`src/rtl/game_pkg.sv`:
```
// Shared game constants, FSM state encoding and pipe coordinate type.
// Latency: n/a (package only).
// Backpressure: n/a.
package game_pkg;

  localparam int SCREEN_WIDTH    = 640;
  localparam int SCREEN_HEIGHT   = 480;
  localparam int PIPE_WIDTH      = 52;
  localparam int PIPE_HEIGHT     = 320;
  localparam int PIPE_GAP_HEIGHT = 100;
  localparam int BIRD_WIDTH      = 34;
  localparam int NUM_PIPES       = 3;

  typedef enum logic [1:0] {
    IDLE   = 2'd0,
    RUN    = 2'd1,
    FROZEN = 2'd2
  } state_t;

  typedef logic signed [16:0] pipe_coord_t;

  // Rotate a byte left by n; used to decorrelate simultaneous recycles.
  function automatic logic [7:0] rotl8(input logic [7:0] v, input int unsigned n);
    logic [15:0] d;
    d = {v, v} << (n % 8);
    return d[15:8];
  endfunction

endpackage

```
`src/rtl/lfsr16.sv`:
```
// 16-bit Galois LFSR (mask 16'hB400), advances every clock, reloads seed on reset.
// Latency: value updates one cycle after each edge.
// Backpressure: none, free-running.
module lfsr16 (
  input  logic        iClock,
  input  logic        iReset,
  input  logic [15:0] iSeed,
  output logic [15:0] oValue
);

  localparam logic [15:0] TAPS = 16'hB400;

  always_ff @(posedge iClock) begin
    if (iReset) begin
      oValue <= iSeed;
    end else begin
      oValue <= {1'b0, oValue[15:1]} ^ (oValue[0] ? TAPS : 16'h0000);
    end
  end

endmodule

```
`src/rtl/pipe_scheduler.sv`:
```
// Frame-synchronous owner of three scrolling pipes, recycling and score counting.
// Latency: all outputs registered, visible the cycle after the causing edge.
// Backpressure: none; frame ticks are consumed unconditionally in RUN.
module pipe_scheduler #(
  parameter int          SCREEN_WIDTH = 640,
  parameter int          PIPE_WIDTH   = 52,
  parameter int          PIPE_SPACING = 240,
  parameter int          SCROLL_STEP  = 2,
  parameter int          GAP_MIN      = 40,
  parameter int          BIRD_LEFT_X  = 303,
  parameter logic [15:0] LFSR_SEED    = 16'hACE1
) (
  input  logic                 iClock,
  input  logic                 iReset,
  input  logic                 iFrameTick,
  input  logic                 iStart,
  input  logic                 iCollide,
  output game_pkg::pipe_coord_t oPipe1X,
  output game_pkg::pipe_coord_t oPipe2X,
  output game_pkg::pipe_coord_t oPipe3X,
  output game_pkg::pipe_coord_t oPipe1Y,
  output game_pkg::pipe_coord_t oPipe2Y,
  output game_pkg::pipe_coord_t oPipe3Y,
  output logic [15:0]          oScore,
  output logic                 oScorePulse,
  output logic                 oRunning
);

  localparam game_pkg::pipe_coord_t PARK_X = 17'(-PIPE_WIDTH - 1);
  localparam game_pkg::pipe_coord_t STEP   = 17'(SCROLL_STEP);
  localparam game_pkg::pipe_coord_t PW     = 17'(PIPE_WIDTH);
  localparam game_pkg::pipe_coord_t NEG_PW = 17'(-PIPE_WIDTH);
  localparam game_pkg::pipe_coord_t SPAN   = 17'(3 * PIPE_SPACING);
  localparam game_pkg::pipe_coord_t BIRD_X = 17'(BIRD_LEFT_X);
  localparam game_pkg::pipe_coord_t GAP_Y0 = 17'(GAP_MIN);

  game_pkg::state_t state, next_state;
  logic             do_init, do_step;
  logic [15:0]      lfsr;
  logic [2:0]       recycle, scored;
  logic             multi_recycle;
  logic [16:0]      score_sum;

  lfsr16 u_lfsr (
    .iClock (iClock),
    .iReset (iReset),
    .iSeed  (LFSR_SEED),
    .oValue (lfsr)
  );

  always_ff @(posedge iClock) begin
    if (iReset) begin
      state <= game_pkg::IDLE;
    end else begin
      state <= next_state;
    end
  end

  always_comb begin
    next_state = state;
    case (state)
      game_pkg::IDLE:   if (iStart)   next_state = game_pkg::RUN;
      game_pkg::RUN:    if (iCollide) next_state = game_pkg::FROZEN;
      game_pkg::FROZEN: if (iStart)   next_state = game_pkg::RUN;
      default:                        next_state = game_pkg::IDLE;
    endcase
  end

  // A collision on the same edge as a tick suppresses the move.
  always_comb begin
    do_init  = iStart && (state != game_pkg::RUN);
    do_step  = (state == game_pkg::RUN) && iFrameTick && !iCollide;
    oRunning = (state == game_pkg::RUN);
  end

  assign multi_recycle = $countones(recycle) > 1;

  for (genvar k = 0; k < 3; k++) begin : g_lane
    game_pkg::pipe_coord_t x_q, y_q, nx;
    logic [7:0]            init_b, recyc_b;

    if (k == 0) begin : g_b0
      assign init_b = lfsr[7:0];
    end else if (k == 1) begin : g_b1
      assign init_b = lfsr[15:8];
    end else begin : g_b2
      assign init_b = lfsr[7:0] ^ lfsr[15:8];
    end

    assign nx         = x_q - STEP;
    assign recycle[k] = nx < NEG_PW;
    assign scored[k]  = ((x_q + PW) >= BIRD_X) && ((nx + PW) < BIRD_X);
    assign recyc_b    = multi_recycle ? game_pkg::rotl8(lfsr[7:0], k) : lfsr[7:0];

    always_ff @(posedge iClock) begin
      if (iReset) begin
        x_q <= PARK_X;
        y_q <= '0;
      end else if (do_init) begin
        x_q <= 17'(SCREEN_WIDTH + k * PIPE_SPACING);
        y_q <= GAP_Y0 + {9'd0, init_b};
      end else if (do_step) begin
        if (recycle[k]) begin
          x_q <= nx + SPAN;
          y_q <= GAP_Y0 + {9'd0, recyc_b};
        end else begin
          x_q <= nx;
        end
      end
    end
  end

  assign oPipe1X = g_lane[0].x_q;
  assign oPipe2X = g_lane[1].x_q;
  assign oPipe3X = g_lane[2].x_q;
  assign oPipe1Y = g_lane[0].y_q;
  assign oPipe2Y = g_lane[1].y_q;
  assign oPipe3Y = g_lane[2].y_q;

  assign score_sum = {1'b0, oScore} + 17'($countones(scored));

  always_ff @(posedge iClock) begin
    if (iReset) begin
      oScore      <= '0;
      oScorePulse <= 1'b0;
    end else begin
      oScorePulse <= 1'b0;
      if (do_init) begin
        oScore <= '0;
      end else if (do_step && (|scored)) begin
        oScorePulse <= 1'b1;
        oScore      <= score_sum[16] ? 16'hFFFF : score_sum[15:0];
      end
    end
  end

endmodule

```
`config.mk`:
```
export PLATFORM = sky130hd
export DESIGN_NAME = pipe_scheduler
export DESIGN_NICKNAME = d
export VERILOG_FILES = /design/src/rtl/game_pkg.sv /design/src/rtl/lfsr16.sv /design/src/rtl/pipe_scheduler.sv
export SDC_FILE = /design/constraint.sdc
export NUM_CORES = 1
export LEC_CHECK = 0
export BUFFER_PORTS_ARGS = -buffer_cell sky130_fd_sc_hd__buf_4
export CORE_UTILIZATION = 35
export CTS_CLUSTER_DIAMETER = 120
export DETAILED_ROUTE_END_ITERATION = 6
export SKIP_CTS_REPAIR_TIMING = 1
export SLEW_MARGIN = 20
export SYNTH_ARGS = -nofsm -noshare
export SYNTH_HDL_FRONTEND = slang
export SYNTH_HIERARCHICAL = 1
export SYNTH_SLANG_ARGS = --single-unit
```
`constraint.sdc`:
```
create_clock -name iClock -period 13.42 [get_ports iClock]
set_input_delay 0 -clock iClock [delete_from_list [all_inputs] [get_ports iClock]]
set_output_delay 0 -clock iClock [all_outputs]
set_load 0.05 [all_outputs]
```
==> impl_results.md <==
- Clock transition at path regs: 0.08 ns
- Die height: about 160 um
- Worst vdd ir: 0.0670 mV
- Syn_area_per_cell: about 7.6 sq um
- Depth of the most critical reg-to-reg path: 23
- Fmax: 0.157 GHz
- GR Overflow Total: 0
- Slew margin rel.: 0.247
- Largest area contributor in the synthesized netlist: dfxtp_1
- Critical Path Stages: 23
- Overall die area: 26,900 sq um
- Starting Density: 0.361
- Clock Skews: 0.0178 ns
- EDFF count, synth: 0
- Status: finished clean
- Critical path class: reg2reg
- Ports: 125
- Vias in the first global route: between 8,000 and 9,000
- RR Startpoint: oPipe3X[2]$_SDFFE_PP0P_
- Final Cycle Share: 0.475
- Crit path launch type: flop
- Synth unique cells: 88
- Top cells by area, synth: dfxtp_1, xnor2_1, ha_1, nand2_1, a21oi_1
- Initial antenna violation count: 0
- Dominant synthesized flop cell: dfxtp_1
- Power per cell area: around 110 nW/um^2
- Clk buf depth: 2
- Max cap viols: 0
- Root buffer cell: clkbuf_16
- GRT Resource Usage Total: 0.203
- Register bit total from synthesis: 111
- Final setup violation count: 0
- Number of nets in the layout: 1,297
- Slowest stage delay, CP: 0.55 ns
- Ys async rst share: 0
- Hold Path Class: in2reg
- CP max FO: 11
- CTS H-tree lvls: 3
- FILL cells: 2,641
- Total negative setup slack: 0 ns
- Leakage: 4.05 nW
- Placement row count: 58
- DR iter-0 viols: 670
- Post-Route WL: 27.0 mm
- Most common cell in the synthesized netlist: dfxtp_1
- Synth top area share: 0.242
- Syn. warnings: 6
- Layout cells sized above 1: 0.134
- Worst Path Arrival: between 6 and 7 ns
- Drt wl/cell: 17.0 um
- Worst skew pair latency: ~0.37 ns
- Pins over their slew limit: 0
- Critical path launch point: oPipe3X[2]$_SDFFE_PP0P_
- Multi-input logic area: 6410 sq um
- Die width: 164 um
- DR vias: 8,913
- Pin count of the biggest net entering global routing: 55
- Hold path start: iReset
- Min Tclk post-route: 6.38 ns
- CP Data Required Time: 13.69 ns
- TritonCTS clock tree: built
- Cell family with most CP delay: simple AND/OR/NAND/NOR gates
- Hold Vio Cnt, Final: 0
- Most frequent cells after synthesis: dfxtp_1, nand2_1, nor2_1, a21oi_1, o21ai_0
- Post-route ant nets: 0
- Clock sinks: roughly 110
- Core Region: 25,500 sq um
- Mapped cell area: between 9000 and 10,000 sq um
- CP Capture Type: flop
- Placed instance count: 1,568
- Drt first pass iters: 5
- Global-route wire length before repair: 43.6 mm
- CTS Buf Count: 9
- ANT cells: 0
- Unrepaired setup endpoints after global routing: no
- Finished Layout Cells: 1,587
- CP Cell Sequence: inv_1 -> ha_1 -> nor3b_1 -> xor2_1 -> inv_1 -> ha_1 -> a21bo_2 -> o211ai_1 -> a22oi_1 -> or4_1 -> nand2_1 -> a21oi_1 -> o41ai_2 -> and2_1 -> fa_1 -> ha_1 -> fa_1 -> nand4_1 -> nor3_1 -> inv_1 -> nor2_1 -> or4_1 -> o211a_1
- IO buf count: 100
- CP max-delay cell: or4_1
- Vias per std cell: between 5 and 6
- Area grow syn2layout: 12.4%
- Hold-critical path depth: 2
- Drt drc: 0
- Buffers & Inverters on Critical Path: 3
- Routability cong.: 0.894
- Reg area: 2220 sq um
- DPL Wire Length: 19.3 mm
- Cells after synthesis: 1,202
- Sequential element share of the synthesized area: 0.242
- Worst-Margin Slew: 1.12 ns
-- worst paths after layout --
path	endpoint	slack, ns
min	oPipe1Y[0]$_SDFFE_PP0P_	0.01
min reg2reg	oPipe2Y[8]$_SDFFE_PP0P_	0.46
max	oScore[9]$_SDFFE_PP0P_	7.04
max reg2reg	oScore[9]$_SDFFE_PP0P_	7.04
-- flip-flops by register name, summed over array words and instances, names as in the netlist --
| signal | flops |
|---|---|
| oPipe1X | 17 |
| oPipe2X | 16 |
| oPipe3X | 16 |
| oScore | 16 |
| u_lfsr/oValue | 16 |
| oPipe1Y | 9 |
| oPipe2Y | 9 |
| oPipe3Y | 9 |
| state | 2 |
| oScorePulse | 1 |
-- cell type report --
| type | count | area share |
|---|---|---|
| repair buffers | 111 | 0.0814 |
| well taps | 330 | 0.0400 |
| clock buffers | 10 | 0.0222 |
| clock inverters | 6 | 0.00594 |
| multi-input cells | 979 | 0.621 |
| flip-flops and latches | 111 | 0.215 |
| inverters | 40 | 0.0145 |
-- metrics by stage --
step	power, mW	cell area [sq um]	worst slack [ns]	hold slack (ns)	util
final	1.13	10300	7.04	0.0134	0.405
after global routing	1.20	10300	6.54	0.0354	0.405
after CTS	1.13	10300	7.05	-0.108	0.404
after detailed placement	0.858	10000	7.10	0.267	0.393
after global placement	0.857	10000	7.16	0.266	0.393
after floorplan	0.757	9330	7.48	0.143	-
-- cell usage in the layout, fill, tap and decap left out, types with 8 or more instances in the layout --
cell type,Yosys,final
nand3_1,34,34
nand2_1,105,105
o31ai_1,10,10
and2_1,11,11
clkbuf_16,0,9
a221o_1,8,8
nor3b_1,12,11
o211ai_1,13,13
ha_1,38,38
nand4_1,22,22
mux2_2,10,10
a21oi_1,77,77
a21boi_0,9,9
nor2_1,101,100
dfxtp_1,111,111
o41ai_1,8,8
nand2b_1,10,10
xor2_1,29,29
a211oi_1,18,18
or4_1,10,10
nor4_1,22,22
inv_1,40,40
xnor2_1,66,66
a31oi_1,10,10
or3_1,17,17
and3_1,20,20
mux2i_1,18,18
conb_1,2,40
buf_4,27,108
or2_2,8,8
nor3_1,33,33
o21ai_0,77,76
o31a_1,9,9
-- kinds of logic (layout without fill, tap and decap cells) --
logic type	count (synthesis)	in the layout	share of synthesized area
simple gates	434	434	0.242
compound gates	337	337	0.250
buf+inv	150	167	0.0775
flops	111	111	0.242
xor+xnor	96	96	0.0930
fa+ha+maj	40	40	0.0561
mux	32	32	0.0384
other cells	2	40	0.000817
-- per-layer routing --
metal	up-vias	routed length (um)	part of all wire	GRT usage
li1	4420	-	-	-
met1	4253	12800	0.47	0.276
met2	215	12400	0.46	0.326
met3	25	1310	0.048	0.0366
met4	0	474	0.018	0.0610
met5	-	0	0	0
-- worst reg2reg max path: cells and delay by family (launching register included) --
kind / cells / cell delay (ns)
compound gates: 6 / 1.24
xor+xnor: 1 / 0.39
fa+ha+maj: 5 / 1.65
buf+inv: 3 / 0.50
flops: 1 / 0.40
simple gates: 8 / 2.11
-- power breakdown --
group	leakage (nW)	switching [mW]	total, mW	internal, mW
logic	2.99	0.288	0.448	0.159
registers	0.918	0.0516	0.408	0.357
clock network	0.139	0.140	0.271	0.131
(Power assumes the default switching activity.)
